[config.mk]
export PLATFORM = sky130hd
export DESIGN_NAME = struct_field_arbiter
export DESIGN_NICKNAME = d
export VERILOG_FILES = /design/src/rtl/struct_arb_pkg.sv /design/src/rtl/rr_arbiter.sv /design/src/rtl/struct_field_arbiter.sv
export SDC_FILE = /design/constraint.sdc
export NUM_CORES = 1
export LEC_CHECK = 0
export ABC_CLOCK_PERIOD_IN_PS = 3230
export BUFFER_PORTS_ARGS = -buffer_cell sky130_fd_sc_hd__buf_2
export CELL_PAD_IN_SITES_DETAIL_PLACEMENT = 2
export CELL_PAD_IN_SITES_GLOBAL_PLACEMENT = 2
export CORE_ASPECT_RATIO = 0.8
export CORE_MARGIN = 2
export CORE_UTILIZATION = 31
export CTS_BUF_LIST = sky130_fd_sc_hd__clkbuf_8
export DETAILED_ROUTE_END_ITERATION = 16
export HOLD_SLACK_MARGIN = 0.03
export PLACE_DENSITY_LB_ADDON = 0.1
export SYNTH_ARGS = -nofsm -noshare
export SYNTH_HDL_FRONTEND = slang
export SYNTH_SLANG_ARGS = --single-unit
export TNS_END_PERCENT = 5
[constraint.sdc]
create_clock -name clk -period 3.23 [get_ports clk]
set_input_delay 0.1615 -clock clk [delete_from_list [all_inputs] [get_ports clk]]
set_output_delay 0.1615 -clock clk [all_outputs]
set_load 0.005 [all_outputs]
[src/rtl/struct_arb_pkg.sv]
// Shared definitions for the struct field arbiter: struct layout, field and FSM
// enums, and helpers that read/write one field of the 41-bit struct.
package struct_arb_pkg;

    localparam int STRUCT_W = 41;
    localparam int FLAG_BIT = 40;
    localparam int VALUE_HI = 39;
    localparam int VALUE_LO = 8;
    localparam int TAG_HI   = 7;
    localparam int TAG_LO   = 0;

    typedef enum logic [1:0] {
        FIELD_FLAG  = 2'd0,
        FIELD_VALUE = 2'd1,
        FIELD_TAG   = 2'd2,
        FIELD_WHOLE = 2'd3
    } field_e;

    typedef enum logic [1:0] {
        ST_IDLE   = 2'd0,
        ST_ACCESS = 2'd1,
        ST_DONE   = 2'd2
    } state_e;

    // Selected field, zero-extended and right-justified.
    function automatic logic [STRUCT_W-1:0] field_read(input logic [STRUCT_W-1:0] s,
                                                       input field_e f);
        logic [STRUCT_W-1:0] r;
        r = '0;
        case (f)
            FIELD_FLAG:  r[0] = s[FLAG_BIT];
            FIELD_VALUE: r[VALUE_HI-VALUE_LO:0] = s[VALUE_HI:VALUE_LO];
            FIELD_TAG:   r[TAG_HI-TAG_LO:0] = s[TAG_HI:TAG_LO];
            default:     r = s;
        endcase
        return r;
    endfunction

    function automatic logic [STRUCT_W-1:0] field_write(input logic [STRUCT_W-1:0] s,
                                                        input field_e f,
                                                        input logic [STRUCT_W-1:0] w);
        logic [STRUCT_W-1:0] r;
        r = s;
        case (f)
            FIELD_FLAG:  r[FLAG_BIT] = w[0];
            FIELD_VALUE: r[VALUE_HI:VALUE_LO] = w[VALUE_HI-VALUE_LO:0];
            FIELD_TAG:   r[TAG_HI:TAG_LO] = w[TAG_HI-TAG_LO:0];
            default:     r = w;
        endcase
        return r;
    endfunction

endpackage

[src/rtl/rr_arbiter.sv]
// Combinational one-hot winner select. Round-robin from a pointer when
// STRUCT_ARB_RR_EN is defined, otherwise a lowest-index priority encoder.
module rr_arbiter #(
    parameter int NREQ = 4,
    parameter int IDXW = 2
) (
    input  logic [NREQ-1:0] req,
`ifdef STRUCT_ARB_RR_EN
    input  logic [IDXW-1:0] ptr,
    output logic [IDXW-1:0] ptr_next,
`endif
    output logic [NREQ-1:0] grant,
    output logic [IDXW-1:0] grant_idx
);

`ifdef STRUCT_ARB_RR_EN
    logic found;

    always_comb begin
        grant     = '0;
        grant_idx = '0;
        found     = 1'b0;
        for (int off = 0; off < NREQ; off++) begin
            if (!found && req[(int'(ptr) + off) % NREQ]) begin
                found = 1'b1;
                grant[(int'(ptr) + off) % NREQ] = 1'b1;
                grant_idx = IDXW'((int'(ptr) + off) % NREQ);
            end
        end
        ptr_next = (grant_idx == IDXW'(NREQ - 1)) ? '0 : grant_idx + 1'b1;
    end
`else
    generate
        for (genvar gi = 0; gi < NREQ; gi++) begin : g_prio
            if (gi == 0) begin : g_first
                assign grant[gi] = req[gi];
            end else begin : g_rest
                assign grant[gi] = req[gi] & ~(|req[gi-1:0]);
            end
        end
    endgenerate

    always_comb begin
        grant_idx = '0;
        for (int i = 0; i < NREQ; i++) begin
            if (grant[i]) grant_idx = IDXW'(i);
        end
    end
`endif

endmodule

[src/rtl/struct_field_arbiter.sv]
// Arbitrates field/whole-struct reads and writes of a shared 41-bit struct
// among NREQ requesters. Define STRUCT_ARB_RR_EN for round-robin arbitration.
module struct_field_arbiter
    import struct_arb_pkg::*;
#(
    parameter int                  NREQ      = 4,
    parameter logic [STRUCT_W-1:0] RESET_VAL = '0
) (
    input  logic                     clk,
    input  logic                     reset,
    input  logic [NREQ-1:0]          req,
    input  logic [NREQ-1:0]          req_we,
    input  logic [2*NREQ-1:0]        req_field,
    input  logic [STRUCT_W*NREQ-1:0] req_wdata,
    output logic [NREQ-1:0]          gnt,
    output logic                     done,
    output logic [STRUCT_W-1:0]      rdata,
    output logic                     busy,
    output logic [STRUCT_W-1:0]      struct_q
);

    localparam int IDXW = $clog2(NREQ);

    state_e              state_reg, state_next;
    logic [NREQ-1:0]     gnt_reg;
    logic                done_reg;
    logic [STRUCT_W-1:0] rdata_reg;
    logic [STRUCT_W-1:0] struct_reg, struct_next;
    logic                we_reg;
    field_e              field_reg;
    logic [STRUCT_W-1:0] wdata_reg;

    field_e              field_arr [NREQ];
    logic [STRUCT_W-1:0] wdata_arr [NREQ];
    logic [NREQ-1:0]     win_onehot;
    logic [IDXW-1:0]     win_idx;

    generate
        for (genvar gi = 0; gi < NREQ; gi++) begin : g_unpack
            assign field_arr[gi] = field_e'(req_field[2*gi +: 2]);
            assign wdata_arr[gi] = req_wdata[STRUCT_W*gi +: STRUCT_W];
        end
    endgenerate

`ifdef STRUCT_ARB_RR_EN
    logic [IDXW-1:0] ptr_reg, ptr_next;

    rr_arbiter #(.NREQ(NREQ), .IDXW(IDXW)) u_arb (
        .req       (req),
        .ptr       (ptr_reg),
        .ptr_next  (ptr_next),
        .grant     (win_onehot),
        .grant_idx (win_idx)
    );

    // Pointer only moves when a grant is actually issued.
    always_ff @(posedge clk or negedge reset) begin
        if (!reset) begin
            ptr_reg <= '0;
        end else if (state_reg == ST_IDLE && |req) begin
            ptr_reg <= ptr_next;
        end
    end
`else
    rr_arbiter #(.NREQ(NREQ), .IDXW(IDXW)) u_arb (
        .req       (req),
        .grant     (win_onehot),
        .grant_idx (win_idx)
    );
`endif

    always_ff @(posedge clk or negedge reset) begin
        if (!reset) begin
            state_reg <= ST_IDLE;
        end else begin
            state_reg <= state_next;
        end
    end

    always_comb begin
        state_next = state_reg;
        case (state_reg)
            ST_IDLE:   if (|req) state_next = ST_ACCESS;
            ST_ACCESS: state_next = ST_DONE;
            ST_DONE:   state_next = ST_IDLE;
            default:   state_next = ST_IDLE;
        endcase
    end

    // A write's read-back is taken from the updated struct so rdata always
    // reflects the field's new value.
    assign struct_next = we_reg ? field_write(struct_reg, field_reg, wdata_reg) : struct_reg;

    always_ff @(posedge clk or negedge reset) begin
        if (!reset) begin
            gnt_reg    <= '0;
            done_reg   <= 1'b0;
            rdata_reg  <= '0;
            struct_reg <= RESET_VAL;
            we_reg     <= 1'b0;
            field_reg  <= FIELD_FLAG;
            wdata_reg  <= '0;
        end else begin
            done_reg <= (state_reg == ST_ACCESS);
            case (state_reg)
                ST_IDLE: begin
                    if (|req) begin
                        gnt_reg   <= win_onehot;
                        we_reg    <= req_we[win_idx];
                        field_reg <= field_arr[win_idx];
                        wdata_reg <= wdata_arr[win_idx];
                    end
                end
                ST_ACCESS: begin
                    gnt_reg    <= '0;
                    struct_reg <= struct_next;
                    rdata_reg  <= field_read(struct_next, field_reg);
                end
                default: gnt_reg <= '0;
            endcase
        end
    end

    assign gnt      = gnt_reg;
    assign done     = done_reg;
    assign rdata    = rdata_reg;
    assign busy     = (state_reg != ST_IDLE);
    assign struct_q = struct_reg;

endmodule

# Word level (Yosys, flattened, before mapping)
# Index checks and enable logic that the tools add are counted.
dict set report word_totals {
  n_memories 0
  wordCells 55
  mem_bits_ro 0
  mem_bits_rw 0
  out_inout_bits 88
  latchBits 0
  reg_bits 133
}
dict set report op_classes {
  shift 0
  magnitude_cmp 2
  multipliers 0
  n_div 0
  reduce_logical 11
  bitwise 7
  add_sub_neg 0
  n_eq_ne 4
  n_mux 23
}
# op n
set op_table {}
lappend op_table {{41-bit two-way mux} 3}
lappend op_table {{41-bit binary-select mux with 2-bit select} 1}
lappend op_table {{32-bit case mux with 2 select lines} 1}
lappend op_table {{24-bit case mux with 2 select lines} 1}
lappend op_table {{7-bit case mux with 2 select lines} 1}
lappend op_table {{2-bit two-way mux} 5}
lappend op_table {{9-bit two-way mux} 1}
lappend op_table {{4-bit two-way mux} 2}
lappend op_table {{8-bit two-way mux} 1}
lappend op_table {{2-bit OR reduction} 4}
lappend op_table {{3-bit OR reduction} 2}
lappend op_table {{2-bit binary-select mux with 2-bit select} 1}
lappend op_table {{2-bit by 1-bit equality test with 1-bit output (second input constant)} 2}
lappend op_table {{2-bit zero test} 2}
lappend op_table {{1-bit case mux with 2 select lines} 2}
lappend op_table {{2-bit case mux with 2 select lines} 1}
lappend op_table {{4-bit OR reduction} 1}
lappend op_table {{1-bit bitwise AND} 3}
lappend op_table {{3-bit greater-or-equal comparator (second input constant)} 1}
lappend op_table {{2-bit by 3-bit less-than comparator with 1-bit output (second input constant)} 1}
lappend op_table {{1-bit NOT} 3}
lappend op_table {{2-bit NOT with 3-bit output} 1}
lappend op_table {{1-bit binary-select mux with 2-bit select} 1}
lappend op_table {{2-bit equality test (second input constant)} 1}
lappend op_table {{4 further kinds} 5}

# Longest topological paths before layout
# Gate-level depths: netlist of run 1.
dict set report logic_depth {
  ltp_word 9
  depth_mapped 8
}

# Hierarchy
# A second synthesis of run 1 with hierarchy kept.
dict set report unflattened {
  hier_cells 604
  area_unflattened_um2 7130.6
}
# mod n_inst cells_per_inst area_each_um2
set modules_own_cells {}
lappend modules_own_cells {struct_field_arbiter 1 595 7070.5}
lappend modules_own_cells {rr_arbiter 1 9 60.1}

# Least setup slack after synthesis of run 1
# No wires, ideal clock.
dict set report synth_path {
  path_type {register to register}
  startpoint {register field_reg[0]}
  endpoint {register struct_reg[2], in the netlist struct_q[2]}
  t_arrival_ns 1.780
  stages_incl_launch_ff 6
  period_less_slack_ns 1.905
  setup_slack_ns 1.325
  path_buffers 1
  path_cell_list {dfrtp_1 > clkbuf_1 > inv_1 > ha_1 > nor4_4 > mux2_2}
}
dict set report synth_via {
  elab_chain_len 4
  word_cells_on_any_way 5
  classes_between {1 x eq/ne; 2 x mux; 2 x reduce/logical}
}
# item line_no
set synth_rtl {}
lappend synth_rtl {{from (decl)} struct_field_arbiter.sv:30} ;# field_e field_reg;
lappend synth_rtl {{from (signal assigned)} struct_field_arbiter.sv:110} ;# field_reg <= field_arr[win_idx];
lappend synth_rtl {{2-bit by 1-bit equality test with 1-bit output / 2-bit zero test (equally long branches)} struct_arb_pkg.sv:44} ;# case (f)
lappend synth_rtl {{2-bit OR reduction (no line) (*)} -}
lappend synth_rtl {{8-bit two-way mux (*)} struct_arb_pkg.sv:44}
lappend synth_rtl {{41-bit two-way mux (*)} struct_field_arbiter.sv:92} ;# assign struct_next = we_reg ? field_write(struct_reg, field_reg, wdata_reg) : struct_reg;
lappend synth_rtl {{to (signal assigned)} struct_field_arbiter.sv:116} ;# struct_reg <= struct_next;
lappend synth_rtl {{to (decl)} struct_field_arbiter.sv:28} ;# logic [STRUCT_W-1:0] struct_reg, struct_next;
# Every way passes the cells marked *; elsewhere a longest branch is shown, timed or not.
# A chain may end at the register's enable or synchronous reset.

# Worst setup path in the final report of run 1
dict set report layout_path {
  startpoint {register field_reg[0]}
  endpoint {register rdata_reg[21], in the netlist rdata[21]}
}
dict set report layout_via {
  elab_chain_len 5
  word_cells_on_any_way 7
  classes_between {2 x eq/ne; 3 x mux; 2 x reduce/logical}
}
# item line_no
set layout_rtl {}
lappend layout_rtl {{2-bit equality test / 2-bit zero test (equally long branches)} {struct_arb_pkg.sv:30, struct_arb_pkg.sv:44}}
lappend layout_rtl {{2-bit OR reduction (no line)} -}
lappend layout_rtl {{32-bit case mux with 2 select lines} struct_arb_pkg.sv:44}
lappend layout_rtl {{41-bit two-way mux} struct_field_arbiter.sv:92}
lappend layout_rtl {{24-bit case mux with 2 select lines (*)} struct_arb_pkg.sv:30} ;# case (f)
lappend layout_rtl {{to (signal assigned)} struct_field_arbiter.sv:117} ;# rdata_reg <= field_read(struct_next, field_reg);
lappend layout_rtl {{to (decl)} struct_field_arbiter.sv:27} ;# logic [STRUCT_W-1:0] rdata_reg;
# Marked as above.

==> key figures, run 1 <==
Global routing
  • Largest net degree at the start of global routing: 90
  • Vias in the first global route: 7558
  • Global-route wire length before repair: 44960 um
  • GR Util All Layers: 0.2578
  • Total gr overflow: 0
  • Initial antenna violation count: 1

Synth
  • Area leader, netlist: dfrtp_1
  • Post-synth top cells: nand2_1, dfrtp_1, o31ai_1, o21ai_0, or3_1
  • YS warnings: 0
  • Post-synthesis async set-or-reset flop share: 1.000
  • Register area share after synthesis: 0.4804
  • Cell variety after synth: 41
  • Mapped Nets: 927
  • Dominant cells by area after synthesis: dfrtp_1, o31ai_1, nand2_1, or3_1, o22ai_1
  • Post-synth EDFFs: 0
  • Area share of the largest cell type after synthesis: 0.4804
  • Syn avg cell area: 9.362 um^2
  • Ys flop type: dfrtp_1
  • Cell Area, Synth: 0.006928 mm^2
  • Synth Instances: 740
  • Yosys reg bits: 133
  • Most common cell in the netlist: nand2_1

Place
  • Gpl congestion: 0.8243
  • Placed cells: 1260
  • DP HPWL: 22520 um
  • Port bufs: 269

Critical path
  • CP arrival: 2.90 ns
  • Worst R2R End: rdata[21]
  • Endpoint type of the worst setup path: flip-flop
  • Critical path required time: 3.59 ns
  • Crit Path Max Fanout: 19
  • FF-to-FF setup slack: 0.69 ns
  • Worst r2r src: field_reg[0]
  • Worst Setup Start Kind: flip-flop
  • R2r worst-path depth: 6
  • WS Path Type: flip-flop to flip-flop

Floorplanning
  • Starting Density: 0.3187
  • Chip Width: 171.1 um
  • Die Height: 137.7 um
  • Io pins: 270
  • Standard-cell rows: 48
  • Core area: 0.02174 mm^2
  • Die ar.: 0.02357 mm^2

CTS
  • CTS Buf Count: 17
  • Worst-path clk slew: 0.08 ns
  • Post-CTS Setup Bufs: 0
  • Clk sinks: 133
  • TritonCTS clock tree: built
  • Max clock buf depth: 2
  • Htree depth: 4
  • Root Buffer Master: clkbuf_8
  • CTS-repair resized insts: 0
  • Clk_lat worst skew: 0.46 ns

STA
  • RSZ-0062 raised after global routing: no
  • Slew Limit Fails: 0
  • Setup Skew: 0.01169 ns
  • Hold Fails Final Rpt: 0
  • Slew headroom: 0.3165
  • Setup-failing EPs final: 0
  • Measured slew at the worst slew-check pin: 1.023 ns
  • Final Critical Period: 2.539 ns
  • Final period util: 0.7861
  • Final hold slack: 0.03568 ns
  • Setup_tns: 0 ns
  • FMAX: 393.9 MHz

Route
  • DRT antenna net count: 0
  • Via Count: 7112
  • Routed wire length per instance: 23.00 um
  • Via density: 5.437
  • Drt drc: 0
  • Drt initial violations: 408
  • Detailed Routing Iterations Pass 1: 5
  • WL final: 30080 um

Power and ir drop
  • Sequential share of power: 0.396
  • Pwr dens: 931.6 mW/mm^2
  • Leakage: 4.299 nW
  • Clock network power share: 0.183
  • Max IR drop VDD: 354.2 uV
  • Sw Ratio: 0.4397
  • Switch Pwr: 3.738 mW
  • Comb pwr share: 0.422
  • Int Pwr: 4.763 mW

Finish
  • Area of the multi-input gates: 0.003288 mm^2
  • FF+latch area: 0.003328 mm^2
  • N_diodes: 0
  • Nets: 1182
  • Area grow syn2layout: 31.73%
  • Non-Filler Instances: 1308
  • Fillers: 2480
  • Layout cells sized above 1: 0.3383

Status
  • Outcome: finished, final reports clean

Min path
  • Sink of the worst hold path: wdata_reg[1]
  • Hold WC Path Type: primary input to flip-flop
  • Hold Startpoint: req_wdata[83]
  • Hold Path Cell Cnt: 3

Run
  • Maxcap violations: 0
worst max-delay path by stage:
stage | from | endpoint | slack, ns
after floorplan | field_reg[0] | struct_q[2] | 1.32
after global placement | field_reg[0] | rdata[31] | 0.81
after detailed placement | field_reg[0] | rdata[31] | 0.70
after CTS | field_reg[0] | rdata[31] | 0.69
after global routing | field_reg[0] | struct_q[39] | 0.43
final | field_reg[0] | rdata[21] | 0.69
power by group through the flow:
stage / registers (mW) / clock network (mW) / logic, mW
5_1_grt: 3.46 / 1.65 / 3.99
6_report: 3.37 / 1.55 / 3.59
3_3_place_gp: 3.36 / 0 / 3.47
3_5_place_dp: 3.38 / 0 / 3.58
2_1_floorplan: 2.97 / 0 / 2.24
4_1_cts: 3.35 / 1.58 / 3.62
cell usage in the layout (no fill, tap or decap), types with 17 or more instances in the layout:
| cell | count |
|---|---|
| o21ai_0 | 50 |
| dfrtp_1 | 133 |
| o31ai_1 | 88 |
| nand2_1 | 136 |
| a22o_1 | 25 |
| buf_2 | 268 |
| o22ai_1 | 44 |
| buf_4 | 17 |
| a21oi_1 | 32 |
| clkbuf_8 | 18 |
| or3_1 | 44 |
worst max-delay path, stage by stage, from the launching register on:
cell	delay, ns
dfrtp_1	0.54
ha_1	0.58
and2_1	0.48
buf_4	0.36
a22o_1	0.21
a21oi_1	0.06
o221ai_1	0.20
per-layer routing:
layer	routed length (um)	up-vias	track usage	share of wire
met1	14110	3577	0.3615	0.47
met5	13	-	0	0.00043
met2	14010	227	0.4117	0.47
met4	281	2	0.05791	0.0093
li1	-	3283	-	-
met3	1661	23	0.05142	0.055
per-stage QoR:
stage	total power [mW]	utilization	cell area [um^2]	setup slack, ns
floorplan	5.206	-	6928	1.325
global placement	6.833	0.3925	8533	0.8140
detailed placement	6.954	0.3925	8533	0.6955
CTS	8.556	0.4198	9126	0.6946
global route	9.097	0.4198	9126	0.4310
finish	8.502	0.4198	9126	0.6910
timing repair:
action / in CTS / in global routing
setup endpoints to repair: 0 / 0
hold buffers: 16 / 0
endpoints found under the hold margin: 88 / 0
area by class of cell:
class,count,area share
flip-flops and latches,133,0.3647
multi-input cells,529,0.3603
repair buffers,303,0.1819
well taps,300,0.04113
clock buffers,18,0.02715
clock inverters,14,0.02029
inverters,11,0.004524
logic make-up after synthesis:
group,after synthesis,share of synthesized area
AO/OA/AOI/OAI,289,0.2843
adder cells (fa/ha/maj),5,0.009030
buffers and inverters,78,0.04876
flip-flops,133,0.4804
multiplexers,23,0.03612
AND/OR/NAND/NOR,212,0.1414
Note: power is estimated with default switching activity, not from simulation.
==> inputs of run 2 (changes only) <==
--- a/config.mk
+++ b/config.mk
@@ -5,13 +5,13 @@
 export SDC_FILE = /design/constraint.sdc
 export NUM_CORES = 1
 export LEC_CHECK = 0
-export ABC_CLOCK_PERIOD_IN_PS = 3230
+export ABC_CLOCK_PERIOD_IN_PS = 2100
 export BUFFER_PORTS_ARGS = -buffer_cell sky130_fd_sc_hd__buf_2
 export CELL_PAD_IN_SITES_DETAIL_PLACEMENT = 2
 export CELL_PAD_IN_SITES_GLOBAL_PLACEMENT = 2
 export CORE_ASPECT_RATIO = 0.8
 export CORE_MARGIN = 2
-export CORE_UTILIZATION = 31
+export CORE_UTILIZATION = 26
 export CTS_BUF_LIST = sky130_fd_sc_hd__clkbuf_8
 export DETAILED_ROUTE_END_ITERATION = 16
 export HOLD_SLACK_MARGIN = 0.03
==> constraint.sdc (replaced) <==
create_clock -name clk -period 2.1 [get_ports clk]
set_input_delay 0.105 -clock clk [delete_from_list [all_inputs] [get_ports clk]]
set_output_delay 0.105 -clock clk [all_outputs]
set_load 0.005 [all_outputs]
==> key figures, run 2 (synthesis results as in run 1) <==
Finish
  • Area grow syn2layout: 43.45%
  • Commonest non-fill, non-tap cell in the layout: buf_2
  • Nets: 1254 (+6.1%)
  • Commonest cells after routing, fill and taps aside: buf_2, nand2_1, dfrtp_1, o31ai_1, dlygate4sd3_1
  • Fillers: 3003 (+21%)
  • FF+latch area: 0.003328 mm^2 (unchanged)
  • Area of the multi-input gates: 0.003299 mm^2 (+0.34%)
  • Layout cells sized above 1: 0.3315 (-0.006812)

Place
  • Port bufs: 269 (unchanged)
  • Gpl congestion: 0.7677 (-6.9%)
  • DP HPWL: 23850 um (+5.9%)

Global routing
  • Total gr overflow: 0 (unchanged)
  • GR Util All Layers: 0.2374 (-0.02043)
  • Largest net degree at the start of global routing: 91 (+1.1%)
  • Vias in the first global route: 8201 (+8.5%)
  • Global-route wire length before repair: 50090 um (+11%)
  • Initial antenna violation count: 2 (+1)

STA
  • Hold Fails Final Rpt: 0 (unchanged)
  • Measured slew at the worst slew-check pin: 0.6111 ns (-0.4119 ns)
  • Slew Limit Fails: 0 (unchanged)
  • Setup-failing EPs final: 0 (unchanged)
  • RSZ-0062 raised after global routing: no
  • Final hold slack: 0.04878 ns (+0.01310 ns)
  • Setup Skew: 0.01467 ns (+0.002986 ns)
  • FMAX: 491.4 MHz
  • Slew headroom: 0.5904 (+0.2739)
  • Setup_tns: 0 ns (unchanged)
  • Final Critical Period: 2.035 ns
  • Final period util: 0.9690

Critical path
  • Crit-path max cell delay: 0.71 ns (+0.13 ns)
  • Worst R2R End: rdata[18]
  • WP buf/inv: 3 (+2)
  • Delay-heaviest family, CP: buffers and inverters
  • CP arrival: 2.34 ns (-0.56 ns)
  • Crit Path Max Fanout: 19 (unchanged)
  • FF-to-FF setup slack: 0.19 ns (-0.50 ns)
  • CP Launch Point: req[2]
  • Slowest CP cell: or3_2
  • Worst r2r src: field_reg[0]
  • Worst Setup EP: wdata_reg[10]
  • Critical path required time: 2.41 ns (-1.18 ns)
  • CP Cell Sequence: dlygate4sd3_1 -> buf_2 -> nand2b_1 -> or3_2 -> buf_12 -> o22ai_1 -> o31ai_1
  • Endpoint type of the worst setup path: flip-flop
  • Worst Setup Start Kind: primary input
  • WP depth: 7 (+1)
  • R2r worst-path depth: 6 (unchanged)
  • WS Path Type: primary input to flip-flop

Route
  • Via Count: 7470 (+5.0%)
  • Via density: 5.188 (-4.6%)
  • Routed wire length per instance: 23.04 um (+0.16%)
  • DRT antenna net count: 0 (unchanged)
  • Drt initial violations: 419 (+2.7%)
  • WL final: 33170 um (+10%)
  • Drt drc: 0 (unchanged)
  • Detailed Routing Iterations Pass 1: 4 (-1)

Power and ir drop
  • Max IR drop VDD: 519.6 uV (+47%)
  • Pwr dens: 1349 mW/mm^2 (+45%)
  • Leakage: 4.648 nW (+8.1%)

CTS
  • Root Buffer Master: clkbuf_8
  • Worst-path clk slew: 0.08 ns (about the same)
  • Max clock buf depth: 2 (unchanged)
  • Htree depth: 4 (unchanged)
  • Clk_lat worst skew: 0.46 ns (about the same)
  • Clk sinks: 133 (unchanged)
  • CTS Buf Count: 17 (unchanged)
  • TritonCTS clock tree: built

Min path
  • Hold WC Path Type: primary input to flip-flop

Run
  • Maxcap violations: 0 (unchanged)

Floorplanning
  • Core area: 0.02626 mm^2 (+21%)
  • Die ar.: 0.02798 mm^2 (+19%)
  • Die Height: 150 um (+8.9%)
  • Starting Density: 0.2638 (-0.05484)
  • Standard-cell rows: 53 (+10%)
  • Chip Width: 186.5 um (+9.0%)
  • Io pins: 270 (unchanged)

Status
  • Outcome: finished, final reports clean
run 2: cell count changes in the layout (fill, tap and decap cells not counted), moves of 2 or more:
cell / change
clkbuf_8: +2
diode_2: +3
clkinvlp_4: -2
buf_4: +11
buf_12: +5
dlygate4sd3_1: +56
clkinv_2: +2
run 2: per-stage QoR:
| step | std cells | cell area [um^2] | power (mW) | utilization | setup slack, ns |
|---|---|---|---|---|---|
| 6_report | 1440 | 9938 | 13.41 | 0.3785 | 0.06509 |
| 2_1_floorplan | 740 | 6928 | 8.007 | - | 0.1949 |
| 3_3_place_gp | 1333 | 8787 | 10.86 | 0.3346 | 0.1834 |
| 3_5_place_dp | 1333 | 8787 | 11.03 | 0.3346 | 0.04750 |
| 4_1_cts | 1437 | 9920 | 13.49 | 0.3777 | 0.05391 |
| 5_1_grt | 1440 | 9938 | 14.42 | 0.3785 | 0.01789 |
run 2: worst min path at each step:
stage	slack [ns]	startpoint	to	cells past startpoint
6_report	0.05	req_wdata[36]	wdata_reg[36]	3
5_1_grt	0.03	req_wdata[36]	wdata_reg[36]	3
4_1_cts	0.03	req_wdata[36]	wdata_reg[36]	3
3_5_place_dp	0.12	reset	struct_q[3]	1
3_3_place_gp	0.12	reset	rdata[3]	1
2_1_floorplan	-0.19	reset	done	0
run 2: repair_timing:
| action | 4_1_cts | 5_1_grt |
|---|---|---|
| hold buffers | 72 | 0 |
| resized for setup | 0 | 2 |
| endpoints found under the setup margin | 0 | 8 |
| endpoints found under the hold margin | 92 | 0 |
| buffers inserted | 0 | 0 |
run 2: worst register-to-register path, cell delays in order (launching register included):
cell      delay, ns
dfrtp_1        0.46
ha_1           0.29
and2_1         0.17
buf_4          0.21
a22o_1         0.25
a21oi_1        0.25
o221ai_1       0.17
run 2: power breakdown:
group,switching (mW),internal (mW),leakage [nW],total (mW)
logic,3.41,2.54,2.72,5.95
clock network,1.05,1.25,0.218,2.30
registers,1.41,3.75,1.71,5.16
total,5.87,7.54,4.65,13.4
run 2: layer usage:
metal,share of wire,up-vias,track usage,wire length (um)
met5,0,-,0,0
met4,0.014,0,0.05873,479
met3,0.061,28,0.05464,2025
met2,0.47,218,0.3868,15450
met1,0.46,3792,0.3200,15220
li1,-,3432,-,-
run 2: cell type report:
type / instances / area share
clock buffer: 20 / 0.02770
clock inverter: 12 / 0.01372
antenna: 3 / 0.0007554
multi-input combinational: 529 / 0.3320
inverter: 11 / 0.004155
sequential: 133 / 0.3349
tap: 357 / 0.04495
timing repair buffer: 375 / 0.2418
==> inputs of run 3 (changes only) <==
--- a/config.mk
+++ b/config.mk
@@ -11,12 +11,13 @@
 export CELL_PAD_IN_SITES_GLOBAL_PLACEMENT = 2
 export CORE_ASPECT_RATIO = 0.8
 export CORE_MARGIN = 2
-export CORE_UTILIZATION = 26
+export CORE_UTILIZATION = 28
 export CTS_BUF_LIST = sky130_fd_sc_hd__clkbuf_8
 export DETAILED_ROUTE_END_ITERATION = 16
 export HOLD_SLACK_MARGIN = 0.03
-export PLACE_DENSITY_LB_ADDON = 0.1
+export PLACE_DENSITY = 0.8
 export SYNTH_ARGS = -nofsm -noshare
 export SYNTH_HDL_FRONTEND = slang
+export SYNTH_HIERARCHICAL = 1
 export SYNTH_SLANG_ARGS = --single-unit
 export TNS_END_PERCENT = 5
==> key figures, run 3 <==
Status
  • Outcome: finished, final reports clean

Place
  • DP HPWL: 21800 um (-8.6%)
  • Gpl congestion: 0.7761 (+1.1%)
  • Port bufs: 269 (unchanged)
  • Area after DPL: 0.008942 mm^2 (+1.8%)

CTS
  • Clk_lat worst skew: 0.45 ns (about the same)
  • TritonCTS clock tree: built
  • CTS Buf Count: 17 (unchanged)
  • Max clock buf depth: 2 (unchanged)
  • Clk sinks: 133 (unchanged)
  • Htree depth: 4 (unchanged)
  • Root Buffer Master: clkbuf_8
  • Worst-path clk slew: 0.07 ns (about the same)
  • Post-CTS Setup Bufs: 0 (unchanged)

STA
  • Final period util: 0.9602 (-0.008801)
  • Measured slew at the worst slew-check pin: 0.6308 ns (+0.01971 ns)
  • Setup-failing EPs final: 0 (unchanged)
  • Final Critical Period: 2.016 ns (-0.01848 ns)
  • Hold Fails Final Rpt: 0 (unchanged)
  • RSZ-0062 raised after global routing: yes
  • FMAX: 495.9 MHz (+0.92%)
  • Setup Skew: 0.01872 ns (+0.004049 ns)
  • Slew headroom: 0.5795 (-0.01092)
  • Slew Limit Fails: 0 (unchanged)

Power and ir drop
  • Pwr dens: 1458 mW/mm^2 (+8.1%)
  • Comb pwr share: 0.466 (+0.022)
  • Leakage: 4.396 nW (-5.4%)
  • Sequential share of power: 0.371 (-0.014)
  • Int Pwr: 7.846 mW (+4.1%)
  • Sw Ratio: 0.4241 (-0.01388)
  • Max IR drop VDD: 546.4 uV (+5.2%)
  • Switch Pwr: 5.777 mW (-1.6%)
  • Clock network power share: 0.163 (-0.008)

Finish
  • N_diodes: 0 (-3)
  • Finished Cell Area: 0.009344 mm^2 (-6.0%)
  • Commonest cells after routing, fill and taps aside: buf_2, dfrtp_1, nand2_1, mux2_2, mux4_2
  • Commonest non-fill, non-tap cell in the layout: buf_2
  • Fillers: 2748 (-8.5%)
  • Area grow syn2layout: 31.04%
  • Layout cells sized above 1: 0.5108 (+0.1794)
  • Nets: 1053 (-16%)
  • Final core utilization: 0.3711 (-0.007355)

Global routing
  • Initial antenna violation count: 1 (-1)
  • Largest net degree at the start of global routing: 53 (-42%)
  • Vias in the first global route: 6925 (-16%)
  • Global-route wire length before repair: 42470 um (-15%)
  • Total gr overflow: 0 (unchanged)
  • GR Util All Layers: 0.2112 (-0.02617)

Min path
  • Hold WC Path Type: primary input to flip-flop

Floorplanning
  • Standard-cell rows: 52 (-1.9%)
  • Core area: 0.02518 mm^2 (-4.1%)
  • Starting Density: 0.2832 (+0.01938)
  • Io pins: 270 (unchanged)
  • Die Height: 146.7 um (-2.2%)
  • Die ar.: 0.02677 mm^2 (-4.3%)
  • Chip Width: 182.4 um (-2.2%)

Synth
  • Syn avg cell area: 11.81 um^2 (+26%)
  • Synth Instances: 604 (-18%)
  • Post-synthesis async set-or-reset flop share: 1.000 (unchanged)
  • Area share of the largest cell type after synthesis: 0.4667 (-0.01366)
  • Post-synth EDFFs: 0 (unchanged)
  • Mapped Nets: 791 (-15%)
  • Register area share after synthesis: 0.4667 (-0.01366)
  • Ys flop type: dfrtp_1
  • Dominant cells by area after synthesis: dfrtp_1, mux4_2, mux2_2, nand2_1, o21ai_0
  • Post-synth top cells: dfrtp_1, nand2_1, mux2_2, mux4_2, o21ai_0
  • Most common cell in the netlist: dfrtp_1
  • Area leader, netlist: dfrtp_1
  • YS warnings: 6 (+6)
  • Cell variety after synth: 41 (unchanged)
  • Cell Area, Synth: 0.007131 mm^2 (+2.9%)
  • Yosys reg bits: 133 (unchanged)

Critical path
  • WS Path Type: flip-flop to flip-flop
  • FF-to-FF setup slack: 0.08 ns (-0.11 ns)
  • Crit Path Max Fanout: 23 (+4)
  • CP Cell Sequence: ha_2 -> and3b_1 -> buf_12 -> a221o_1 -> a221oi_1 -> nor2_1
  • CP arrival: 2.34 ns (about the same)
  • Slowest CP cell: dfrtp_1
  • Critical path required time: 2.42 ns (about the same)
  • WP buf/inv: 1 (-2)
  • Endpoint type of the worst setup path: flip-flop
  • Delay-heaviest family, CP: compound AO/OA/AOI/OAI gates
  • Worst Setup Start Kind: flip-flop
  • Crit-path max cell delay: 0.42 ns (-0.29 ns)

Route
  • WL final: 27840 um (-16%)
  • Drt initial violations: 388 (-7.4%)
  • Via Count: 6309 (-16%)
  • Drt drc: 0 (unchanged)
  • Detailed Routing Iterations Pass 1: 5 (+1)
  • Routed wire length per instance: 23.18 um (+0.62%)
  • DRT antenna net count: 0 (unchanged)
  • Via density: 5.253 (+1.3%)

Run
  • Maxcap violations: 0 (unchanged)
run 3: changes by cell type after synthesis, moves of 28 or more:
cell and change:
o31ai_1 -88, mux2_2 +56, or3_1 -45, mux4_2 +44, o22ai_1 -44, nand2_1 -42
nor2_1 +29, a21oi_1 -28
run 3: power groups by stage:
stage,Clock [mW],Combinational (mW),Sequential (mW)
final,2.22,6.35,5.06
after global routing,2.38,7.00,5.20
after CTS,2.27,6.39,5.05
after detailed placement,0,6.35,5.09
after global placement,0,6.10,5.07
after floorplan,0,3.99,4.48
run 3: logic make-up after synthesis:
family	after synthesis	synth area share
AOI/OAI and AO/OA	117	0.1237
adders and majority gates	5	0.008773
buffers and inverters	63	0.04317
DFF	133	0.4667
muxes	116	0.2520
and+or+nand+nor	170	0.1056
run 3: worst reg2reg max path, stage by stage, from the launching register on:
cell	delay, ns
dfrtp_1	0.42
ha_2	0.29
and3b_1	0.23
buf_12	0.17
a221o_1	0.40
a221oi_1	0.33
nor2_1	0.08
run 3: cell type report:
cell class / count / area, um^2 / area share
sequential: 133 / 3328 / 0.3562
clock inverter: 12 / 140.1 / 0.01500
tap: 324 / 405.4 / 0.04339
multi-input combinational: 408 / 3520 / 0.3767
clock buffer: 18 / 247.7 / 0.02651
inverter: 9 / 33.78 / 0.003615
timing repair buffer: 297 / 1669 / 0.1786
run 3: through the flow:
step | cells | hold WS [ns] | setup TNS [ns] | power [mW] | setup slack [ns]
4_1_cts | 1201 | 0.04159 | 0 | 13.72 | 0.09108
6_report | 1201 | 0.06537 | 0 | 13.62 | 0.08357
3_5_place_dp | 1170 | 0.06450 | 0 | 11.44 | 0.09270
5_1_grt | 1201 | 0.06872 | -0.1179 | 14.59 | -0.02610
2_1_floorplan | 604 | -0.1906 | 0 | 8.471 | 0.1907
3_3_place_gp | 1170 | 0.06081 | 0 | 11.17 | 0.1844
run 3: timing repair:
| item | in CTS | in global routing |
|---|---|---|
| resized for setup | 0 | 1 |
| hold buffers | 1 | 0 |
| hold endpoints to repair | 133 | 0 |
| setup endpoints to repair | 0 | 16 |
run 3: final timing paths:
check / start / endpoint / depth (start not counted)
worst max-delay path: field_reg[1] / rdata[8] / 6
worst min register to register: rdata[40] / rdata[40] / 2
min in group asynchronous: reset / struct_q[19] / 2
max in group asynchronous: reset / wdata_reg[37] / 3
worst max register to register: field_reg[1] / rdata[8] / 6
worst min-delay path: req[0] / gnt[0] / 3
run 3: per-layer routing:
layer | wire [um] | vias to the layer above | global-route usage | part of all wire
li1 | - | 2786 | - | -
met1 | 12880 | 3305 | 0.2997 | 0.46
met2 | 13470 | 204 | 0.3424 | 0.48
met3 | 1260 | 12 | 0.04264 | 0.045
met4 | 207 | 2 | 0.03145 | 0.0074
met5 | 13 | - | 0 | 0.00047
